$ cat src/rtl/channel_frame_sequencer.sv
// channel_frame_sequencer
//
// Sweeps a multiplexed two-input ADC front end round-robin over CHANELS
// channels. After each channel switch it drops SETTLE samples. It then
// forwards FRAME_LENGTH sample pairs to computing_cascade. It holds the
// channel tag until the cascade reports ac_ph_finish, or until TIMEOUT
// cycles pass, and then moves to the next channel.
//
// Optional build macro: CHANNEL_MASK_EN adds chan_mask. The sweep then
// visits only the channels whose mask bit is set.
//
// Ports:
//   clk                  clock
//   rstn                 asynchronous active-low reset
//   en                   run enable, sampled in IDLE and at frame boundaries
//   s_vld, s_x1, s_x2    front-end sample strobe and sample pair
//   ac_ph_finish         frame-finish pulse from the cascade
//   chan_mask            channel enable mask (CHANNEL_MASK_EN only)
//   ch_sel               analog mux select
//   address_registration channel tag for the cascade (same register as ch_sel)
//   i_vld, x1, x2        registered sample strobe and pair to the cascade
//   busy                 high in every state except IDLE
//   sweep_done           one-cycle pulse when the sweep wraps after a finish
//   timeout              sticky WAIT_FIN timeout flag, cleared only by reset
//
// state      | meaning
// -----------+--------------------------------------------------------
// IDLE       | stopped, waiting for en
// SETTLE     | dropping settling samples after a channel switch
// FRAME      | forwarding FRAME_LENGTH sample pairs to the cascade
// WAIT_FIN   | frame sent, holding the tag until ac_ph_finish or timeout

module channel_frame_sequencer #(
    parameter int CHANELS      = 4,
    parameter int FRAME_LENGTH = 360,
    parameter int X_WIDTH      = 16,
    parameter int SETTLE       = 8,
    parameter int TIMEOUT      = 4096,
    localparam int AW          = (CHANELS > 1) ? $clog2(CHANELS) : 1
) (
    input  logic               clk,
    input  logic               rstn,
    input  logic               en,
    input  logic               s_vld,
    input  logic [X_WIDTH-1:0] s_x1,
    input  logic [X_WIDTH-1:0] s_x2,
    input  logic               ac_ph_finish,
`ifdef CHANNEL_MASK_EN
    input  logic [CHANELS-1:0] chan_mask,
`endif
    output logic [AW-1:0]      ch_sel,
    output logic [AW-1:0]      address_registration,
    output logic               i_vld,
    output logic [X_WIDTH-1:0] x1,
    output logic [X_WIDTH-1:0] x2,
    output logic               busy,
    output logic               sweep_done,
    output logic               timeout
);

    localparam int SMAX = (SETTLE > FRAME_LENGTH) ? SETTLE : FRAME_LENGTH;
    localparam int CW   = $clog2(SMAX + 1);
    localparam int TW   = $clog2(TIMEOUT + 1);

    localparam logic [1:0] S_IDLE     = 2'd0;
    localparam logic [1:0] S_SETTLE   = 2'd1;
    localparam logic [1:0] S_FRAME    = 2'd2;
    localparam logic [1:0] S_WAIT_FIN = 2'd3;

    localparam logic [CW-1:0] SETTLE_LAST = CW'(SETTLE - 1);
    localparam logic [CW-1:0] FRAME_LAST  = CW'(FRAME_LENGTH - 1);
    localparam logic [TW-1:0] TO_LOAD     = TW'(TIMEOUT - 1);
    localparam logic [AW-1:0] CH_LAST     = AW'(CHANELS - 1);

    logic [1:0]    state;
    logic [AW-1:0] ch;
    logic [CW-1:0] cnt;
    logic [TW-1:0] tcnt;

    logic [AW-1:0] ch_next;
    logic [AW-1:0] ch_first;
    logic          adv_wrap;
    logic          mask_any;

`ifdef CHANNEL_MASK_EN
    // The next channel is the first set mask bit after the current one,
    // searched cyclically. If the search lands at or below the current
    // channel, the sweep has wrapped past the highest enabled channel.
    always_comb begin
        int   idx;
        logic found;
        idx      = 0;
        found    = 1'b0;
        ch_next  = ch;
        ch_first = '0;
        mask_any = |chan_mask;
        for (int i = 1; i <= CHANELS; i++) begin
            idx = (int'(ch) + i) % CHANELS;
            if (!found && chan_mask[idx[AW-1:0]]) begin
                ch_next = AW'(idx);
                found   = 1'b1;
            end
        end
        for (int i = CHANELS - 1; i >= 0; i--) begin
            if (chan_mask[i[AW-1:0]]) begin
                ch_first = AW'(i);
            end
        end
        adv_wrap = found && (ch_next <= ch);
    end
`else
    always_comb begin
        ch_next  = (ch == CH_LAST) ? '0 : ch + AW'(1);
        adv_wrap = (ch == CH_LAST);
        ch_first = ch;
        mask_any = 1'b1;
    end
`endif

    always_ff @(posedge clk or negedge rstn) begin
        if (!rstn) begin
            state      <= S_IDLE;
            ch         <= '0;
            cnt        <= '0;
            tcnt       <= '0;
            i_vld      <= 1'b0;
            x1         <= '0;
            x2         <= '0;
            sweep_done <= 1'b0;
            timeout    <= 1'b0;
        end else begin
            i_vld      <= 1'b0;
            sweep_done <= 1'b0;
            case (state)
                S_IDLE: begin
                    if (en && mask_any) begin
                        state <= S_SETTLE;
                        cnt   <= '0;
                        ch    <= ch_first;
                    end
                end
                S_SETTLE: begin
                    if (s_vld) begin
                        if (cnt == SETTLE_LAST) begin
                            cnt   <= '0;
                            state <= S_FRAME;
                        end else begin
                            cnt <= cnt + CW'(1);
                        end
                    end
                end
                S_FRAME: begin
                    if (s_vld) begin
                        i_vld <= 1'b1;
                        x1    <= s_x1;
                        x2    <= s_x2;
                        if (cnt == FRAME_LAST) begin
                            cnt   <= '0;
                            tcnt  <= TO_LOAD;
                            state <= S_WAIT_FIN;
                        end else begin
                            cnt <= cnt + CW'(1);
                        end
                    end
                end
                S_WAIT_FIN: begin
                    // A timeout advances exactly like a finish but never
                    // reports a completed sweep.
                    if (ac_ph_finish || tcnt == '0) begin
                        if (ac_ph_finish) begin
                            sweep_done <= adv_wrap && mask_any;
                        end else begin
                            timeout <= 1'b1;
                        end
                        cnt <= '0;
                        if (mask_any) begin
                            ch    <= ch_next;
                            state <= en ? S_SETTLE : S_IDLE;
                        end else begin
                            state <= S_IDLE;
                        end
                    end else begin
                        tcnt <= tcnt - TW'(1);
                    end
                end
                default: state <= S_IDLE;
            endcase
        end
    end

    assign ch_sel               = ch;
    assign address_registration = ch;
    assign busy                 = (state != S_IDLE);

endmodule
$ cat config.mk
export PLATFORM = sky130hd
export DESIGN_NAME = channel_frame_sequencer
export DESIGN_NICKNAME = d
export VERILOG_FILES = /design/src/rtl/channel_frame_sequencer.sv
export SDC_FILE = /design/constraint.sdc
export NUM_CORES = 1
export LEC_CHECK = 0
export CAP_MARGIN = 20
export CORE_MARGIN = 1
export CORE_UTILIZATION = 35
export CTS_BUF_LIST = sky130_fd_sc_hd__clkbuf_4 sky130_fd_sc_hd__clkbuf_8
export CTS_CLUSTER_DIAMETER = 80
export DETAILED_ROUTE_END_ITERATION = 16
export HOLD_SLACK_MARGIN = 0.05
export PLACE_DENSITY_LB_ADDON = 0.08
export SLEW_MARGIN = 25
export SYNTH_ARGS = -nofsm -noshare
export SYNTH_HDL_FRONTEND = slang
export SYNTH_SLANG_ARGS = --single-unit
$ cat constraint.sdc
create_clock -name clk -period 2.42 [get_ports clk]
set_input_delay 0.484 -clock clk [delete_from_list [all_inputs] [get_ports clk]]
set_output_delay 0.484 -clock clk [all_outputs]
set_load 0.02 [all_outputs]
==> results of run 1 <==
[cell type report]
type                    instances  share of cell area
clock buffers                  11             0.03587
multi-input cells             185              0.3350
well taps                     105             0.03113
flip-flops and latches         61              0.3617
inverters                      13             0.01156
clock inverters                 4             0.01127
repair buffers                 92              0.2135
[metrics by stage]
step	total power (W)	hold slack, ns	cells	utilization
floorplan	0.003087	0.1884	273	-
global placement	0.004179	0.4840	456	0.4836
detailed placement	0.004199	0.4540	456	0.4836
CTS	0.005146	0.1590	471	0.5076
global route	0.005470	0.1651	471	0.5085
finish	0.005097	0.1303	471	0.5085
[cell families after synthesis]
group	count (synthesis)	synth area share
buffers and inverters	27	0.03658
adders and majority gates	9	0.03699
muxes	37	0.1360
AOI/OAI and AO/OA	61	0.1381
DFF	61	0.5014
and+or+nand+nor	78	0.1508
[final timing paths]
path                            startpoint  endpoint  slack (ns)  cells past startpoint
worst min register to register     timeout   timeout        0.48                      2
min in group clk                   timeout   timeout        0.48                      2
max in group asynchronous             rstn    cnt[4]        1.97                      2
worst max-delay path              state[0]  state[1]        0.15                      6
worst max register to register    state[0]  state[1]        0.15                      6
worst min-delay path                  rstn   tcnt[7]        0.13                      2
[critical path: stages (launching register included)]
cell and delay [ns]:
dfrtp_1 0.39, inv_1 0.10, ha_1 0.25, or4_1 0.43
or3_1 0.36, a211oi_2 0.27, mux2_2 0.36
[state kept, by name (all words and copies together) (netlist names)]
name and flops:
x1 16, x2 16, tcnt 13, cnt 9, address_registration 2, state 2
i_vld 1, sweep_done 1, timeout 1
[synth_stat cells, types with 2 or more instances]
cell type   n
a2111oi_0   2
a211oi_1    8
a21oi_1     9
a311oi_1    2
and3_1      7
and4_1      2
buf_2       2
buf_4       2
clkbuf_1   10
dfrtp_1    61
ha_1        9
inv_1      12
mux2_2     35
mux2i_1     2
nand2_1     8
nand2b_1    4
nand3_1     9
nand3b_1    2
nor2_1     14
nor3_1      7
o211ai_1    4
o21ai_0    13
o21bai_1    2
o31a_1      3
o31ai_1     7
o41ai_1     2
or2_2       3
or3_1       7
or4_1       4
[power breakdown]
group / leakage, nW / switching [W] / internal [W] / total [W]
registers: 0.715 / 0.000247 / 0.00141 / 0.00166
clock network: 0.101 / 0.000392 / 0.000522 / 0.000914
logic: 0.926 / 0.00124 / 0.00128 / 0.00252
total: 1.74 / 0.00188 / 0.00321 / 0.00510
[layer usage]
layer,track usage,up-vias,part of all wire
met3,0.05024,5,0.044
met5,0,-,0
met1,0.2132,1195,0.45
li1,-,1191,-
met2,0.2720,58,0.50
met4,0.05177,0,0.0089
==> impl_metrics.csv, run 1 <==
group,metric,value,unit
clocking,clock_path_buffers,2,
setup_path,crit_path_end_kind,"flip-flop",
final_layout,drive_gt1_frac,0.2104,
setup_path,path_class,"flip-flop to flip-flop",
placement,dp_hpwl,4762,um
yosys,synth_top_cell_by_area,"dfrtp_1",
floorplanning,ios,77,
yosys,yosys_warnings,0,
final_layout,final_common_cell,"clkdlybuf4s50_1",
job,cap_violations,0,
sta,finalCritPeriodShare,0.9369,
worst_hold_path,hold_class,"primary input to async pin",
yosys,yosysSeqAreaShare,0.5014,
sta,hold_viol,0,
setup_path,cp.required,2.64,ns
floorplanning,coreArea,0.008299,sq mm
outcome,status,"complete, no violations",
setup_path,startpoint_type,"flip-flop",
yosys,avgSynthCellArea,11.15,sq um
clocking,clock_latency,0.33,ns
clocking,numCtsBuffers,9,
placement,placed_area,0.004014,sq mm
route,drt-initial-drc-count,104,
clocking,path_clk_slew,0.07,ns
final_layout,stdcell_area,0.004220,sq mm
sta,fmax,441.0,MHz
clocking,cts_htree_levels,3,
yosys,synth_seq_cells,61,
yosys,post_synth_inst_count,273,
yosys,synth_async_sr_flop_share,1.000,
global_routing,grt-ovfl-total,0,
yosys,synth_top_area_frac,0.5014,
final_layout,layout_common_cells,"clkdlybuf4s50_1, dfrtp_1, mux2_2",
sta,period_minus_slack,2.267,ns
global_routing,grt_pass1_wl,11580,um
clocking,cts-root-buf,"clkbuf_8",
clocking,postCtsSetupRepairBufs,0,
sta,worst_slew_pin_slew,0.5523,ns
clocking,cts_sinks,61,
final_layout,area_delta_synth_final,38.64,%
route,wl_per_cell,14.82,um
floorplanning,die_w,95.26,um
setup_path,critPathArrivalTime,2.49,ns
sta,rsz0062_at_grt,"no",
floorplanning,rows,33,
yosys,synth_ff_type,"dfrtp_1",
route,drc_errors,0,
global_routing,antenna_found_initial,0,
floorplanning,die-area,0.009074,sq mm
placement,port_buffers,76,
placement,pre_cts_ws,0.1030,ns
sta,setup_ws,0.1527,ns
placement,place_congestion,0.8014,
global_routing,grt_pass1_vias,2387,
sta,setup_viol,0,
route,vias_per_cell,5.200,
final_layout,diodes,0,
setup_path,cp_max_fo,5,
final_layout,multiInputGateArea,0.001414,sq mm
global_routing,grt_max_degree,62,
sta,fin_tns_setup,0,ns
yosys,yosysUniqueCellTypes,50,
sta,slew_viol_final,0,
yosys,syn-num-nets,319,
power,powerDensity,1208,mW/mm^2
route,wl,6979,um
power,irDropWorstVdd,547.9,uV
route,firstDrtPassIters,5,
global_routing,track_usage,0.1674,
yosys,synthTopCellsByArea,"dfrtp_1, mux2_2, ha_1",
route,ant_nets,0,
power,leakagePower,1.743,nW
final_layout,fin_nets,408,
clocking,holdBufCountCts,0,
yosys,synth_edf_count,0,
final_layout,seq_area,0.001526,sq mm
final_layout,fillers,750,
clocking,cts_tree,"done",
yosys,synth_area,0.003044,sq mm
clocking,cts_resized,0,
floorplanning,die_h,95.26,um
route,vias,2449,
sta,fin_skew,0.008170,ns
floorplanning,initial_utilization,0.3668,
sta,max-slew-margin-rel,0.6223,
(Power assumes the default switching activity.)
==> inputs of run 2 (changes only) <==
--- a/config.mk
+++ b/config.mk
@@ -5,7 +5,7 @@
 export SDC_FILE = /design/constraint.sdc
 export NUM_CORES = 1
 export LEC_CHECK = 0
-export CAP_MARGIN = 20
+export CAP_MARGIN = 40
 export CORE_MARGIN = 1
 export CORE_UTILIZATION = 35
 export CTS_BUF_LIST = sky130_fd_sc_hd__clkbuf_4 sky130_fd_sc_hd__clkbuf_8
==> constraint.sdc (replaced) <==
create_clock -name clk -period 1.9 [get_ports clk]
set_input_delay 0.38 -clock clk [delete_from_list [all_inputs] [get_ports clk]]
set_output_delay 0.38 -clock clk [all_outputs]
set_load 0.02 [all_outputs]
==> run 2 against run 1 <==
The flow now finishes with violations (negative setup slack). First-iteration DRC count is 17% lower. Wire length is 16% higher. Die area stayed put. Hold slack worse by 0.080 ns. Sequential share of layout area is 6.1 points lower. Maximum frequency is 6.0% higher. Critical path depth stayed put. Critical endpoint is now tcnt[8]. Largest cell class is now multi-input combinational cells. Largest power group unchanged. Highest routed layer unchanged.
==> impl_metrics.csv, run 2 (synthesized netlist as in run 1, its figures left out) <==
group,metric,value,unit
outcome,status,"finished with violations",
outcome,violations,"negative setup slack",
clocking,clock_latency,0.33,ns
sta,rsz0062_at_grt,"yes",
final_layout,fin_util,0.6110,
sta,hold_viol,0,
placement,dp_cells,505,
sta,finalCritPeriodShare,1.125,
global_routing,grt-ovfl-total,0,
power,power_frac_comb,0.563,
power,power_switching,0.002764,W
clocking,cts_tree,"done",
final_layout,reg_top3,"x1 (16), x2 (16), tcnt (13)",
floorplanning,ios,77,
clocking,clock_path_buffers,2,
power,leakagePower,2.094,nW
setup_path,cp_max_fo,3,
setup_path,cp.required,2.10,ns
power,p_int,0.004656,W
floorplanning,initial_utilization,0.3668,
global_routing,grt_pass1_wl,12480,um
sta,fin_tns_setup,-2.630,ns
job,cap_violations,0,
route,drc_errors,0,
final_layout,diodes,0,
final_layout,fin_nets,469,
route,wl_per_cell,15.20,um
floorplanning,coreArea,0.008299,sq mm
clocking,cts_sinks,61,
final_layout,final_common_cell,"clkdlybuf4s50_1",
clocking,numCtsBuffers,9,
placement,port_buffers,76,
power,seqPwrFrac,0.280,
placement,pre_cts_ws,-0.2141,ns
setup_path,crit_path_end_kind,"flip-flop",
power,total_power,0.007420,W
route,vias,2765,
global_routing,antenna_found_initial,0,
sta,fmax,467.6,MHz
power,powerDensity,1463,mW/mm^2
clocking,cts-root-buf,"clkbuf_8",
clocking,path_clk_slew,0.07,ns
final_layout,fin_cells,532,
route,ant_nets,0,
setup_path,path_class,"flip-flop to flip-flop",
route,drt-initial-drc-count,86,
floorplanning,rows,33,
route,firstDrtPassIters,5,
clocking,cts_htree_levels,3,
global_routing,grt_max_degree,62,
sta,worst_slew_pin_slew,0.3337,ns
route,vias_per_cell,5.197,
power,irDropWorstVdd,742.7,uV
setup_path,startpoint_type,"flip-flop",
global_routing,grt_pass1_vias,2686,
route,wl,8084,um
floorplanning,die-area,0.009074,sq mm
final_layout,drive_gt1_frac,0.4379,
placement,dp_hpwl,5314,um
floorplanning,die_h,95.26,um
final_layout,area_delta_synth_final,66.58,%
sta,setup_viol,27,
power,p_clk_frac,0.157,
sta,slew_viol_final,0,
sta,fin_skew,0.009583,ns
floorplanning,die_w,95.26,um
global_routing,track_usage,0.1794,
worst_hold_path,hold_class,"primary input to async pin",
placement,place_congestion,0.8201,
sta,setup_ws,-0.2384,ns
sta,period_minus_slack,2.138,ns
setup_path,critPathArrivalTime,2.34,ns
power,swShare,0.3725,
sta,max-slew-margin-rel,0.7776,
final_layout,layout_common_cells,"clkdlybuf4s50_1, dfrtp_1, buf_4",
[run 2: cell types whose count changed in the layout (fill, tap and decap cells not counted), sizes merged]
cell,change
buf,+60
clkbuf,+1
clkdlybuf4s50,-1
or3b,+1
[run 2: power by group through the flow]
stage	registers, W	clock network (W)	logic (W)
3_5_place_dp	0.00209	0	0.00368
3_3_place_gp	0.00207	0	0.00367
4_1_cts	0.00207	0.00120	0.00401
2_1_floorplan	0.00258	0	0.00139
6_report	0.00208	0.00117	0.00418
5_1_grt	0.00214	0.00125	0.00449
[run 2: final timing paths]
check,slack (ns),endpoint,depth (start not counted),startpoint
max reg2reg,-0.24,tcnt[8],6,tcnt[4]
min in group clk,0.50,timeout,2,timeout
min,0.05,tcnt[12],2,rstn
min reg2reg,0.50,timeout,2,timeout
max in group asynchronous,1.57,cnt[0],2,rstn
max,-0.24,tcnt[8],6,tcnt[4]
[run 2: cell type report]
type	instances	area, sq um
Inverter	13	48.80
Multi-Input combinational cell	186	1777
Sequential cell	61	1526
Clock inverter	4	47.55
Clock buffer	11	151.4
Timing Repair Buffer	152	1389
Tap cell	105	131.4
Fill cell	662	3228
[run 2: per-stage QoR]
stage | hold slack, ns | area (sq um)
2_1_floorplan | 0.08441 | 3079
3_3_place_gp | 0.4250 | 4417
3_5_place_dp | 0.4192 | 4417
4_1_cts | 0.05783 | 4847
5_1_grt | 0.05211 | 5071
6_report | 0.05050 | 5071
[run 2: worst max-delay path, cell delays in order (launching register included)]
cell and delay, ns:
dfrtp_1 0.39, or4_4 0.58, buf_6 0.14, or3_4 0.38
a2111oi_4 0.28, o21bai_1 0.15, a22oi_1 0.09
[run 2: repair_timing]
| item | in CTS | in global routing |
|---|---|---|
| pin swaps | 16 | 16 |
| hold buffers | 0 | 0 |
| setup endpoints to repair | 28 | 28 |
| setup buffers | 8 | 5 |
| gates cloned | 1 | 1 |
| resized for setup | 42 | 39 |
[run 2: layer usage]
layer	wire length (um)	vias up	global-route usage
li1	-	1322	-
met1	3418	1366	0.2149
met2	4204	64	0.3101
met3	335	13	0.05104
met4	126	0	0.05429
met5	0	-	0
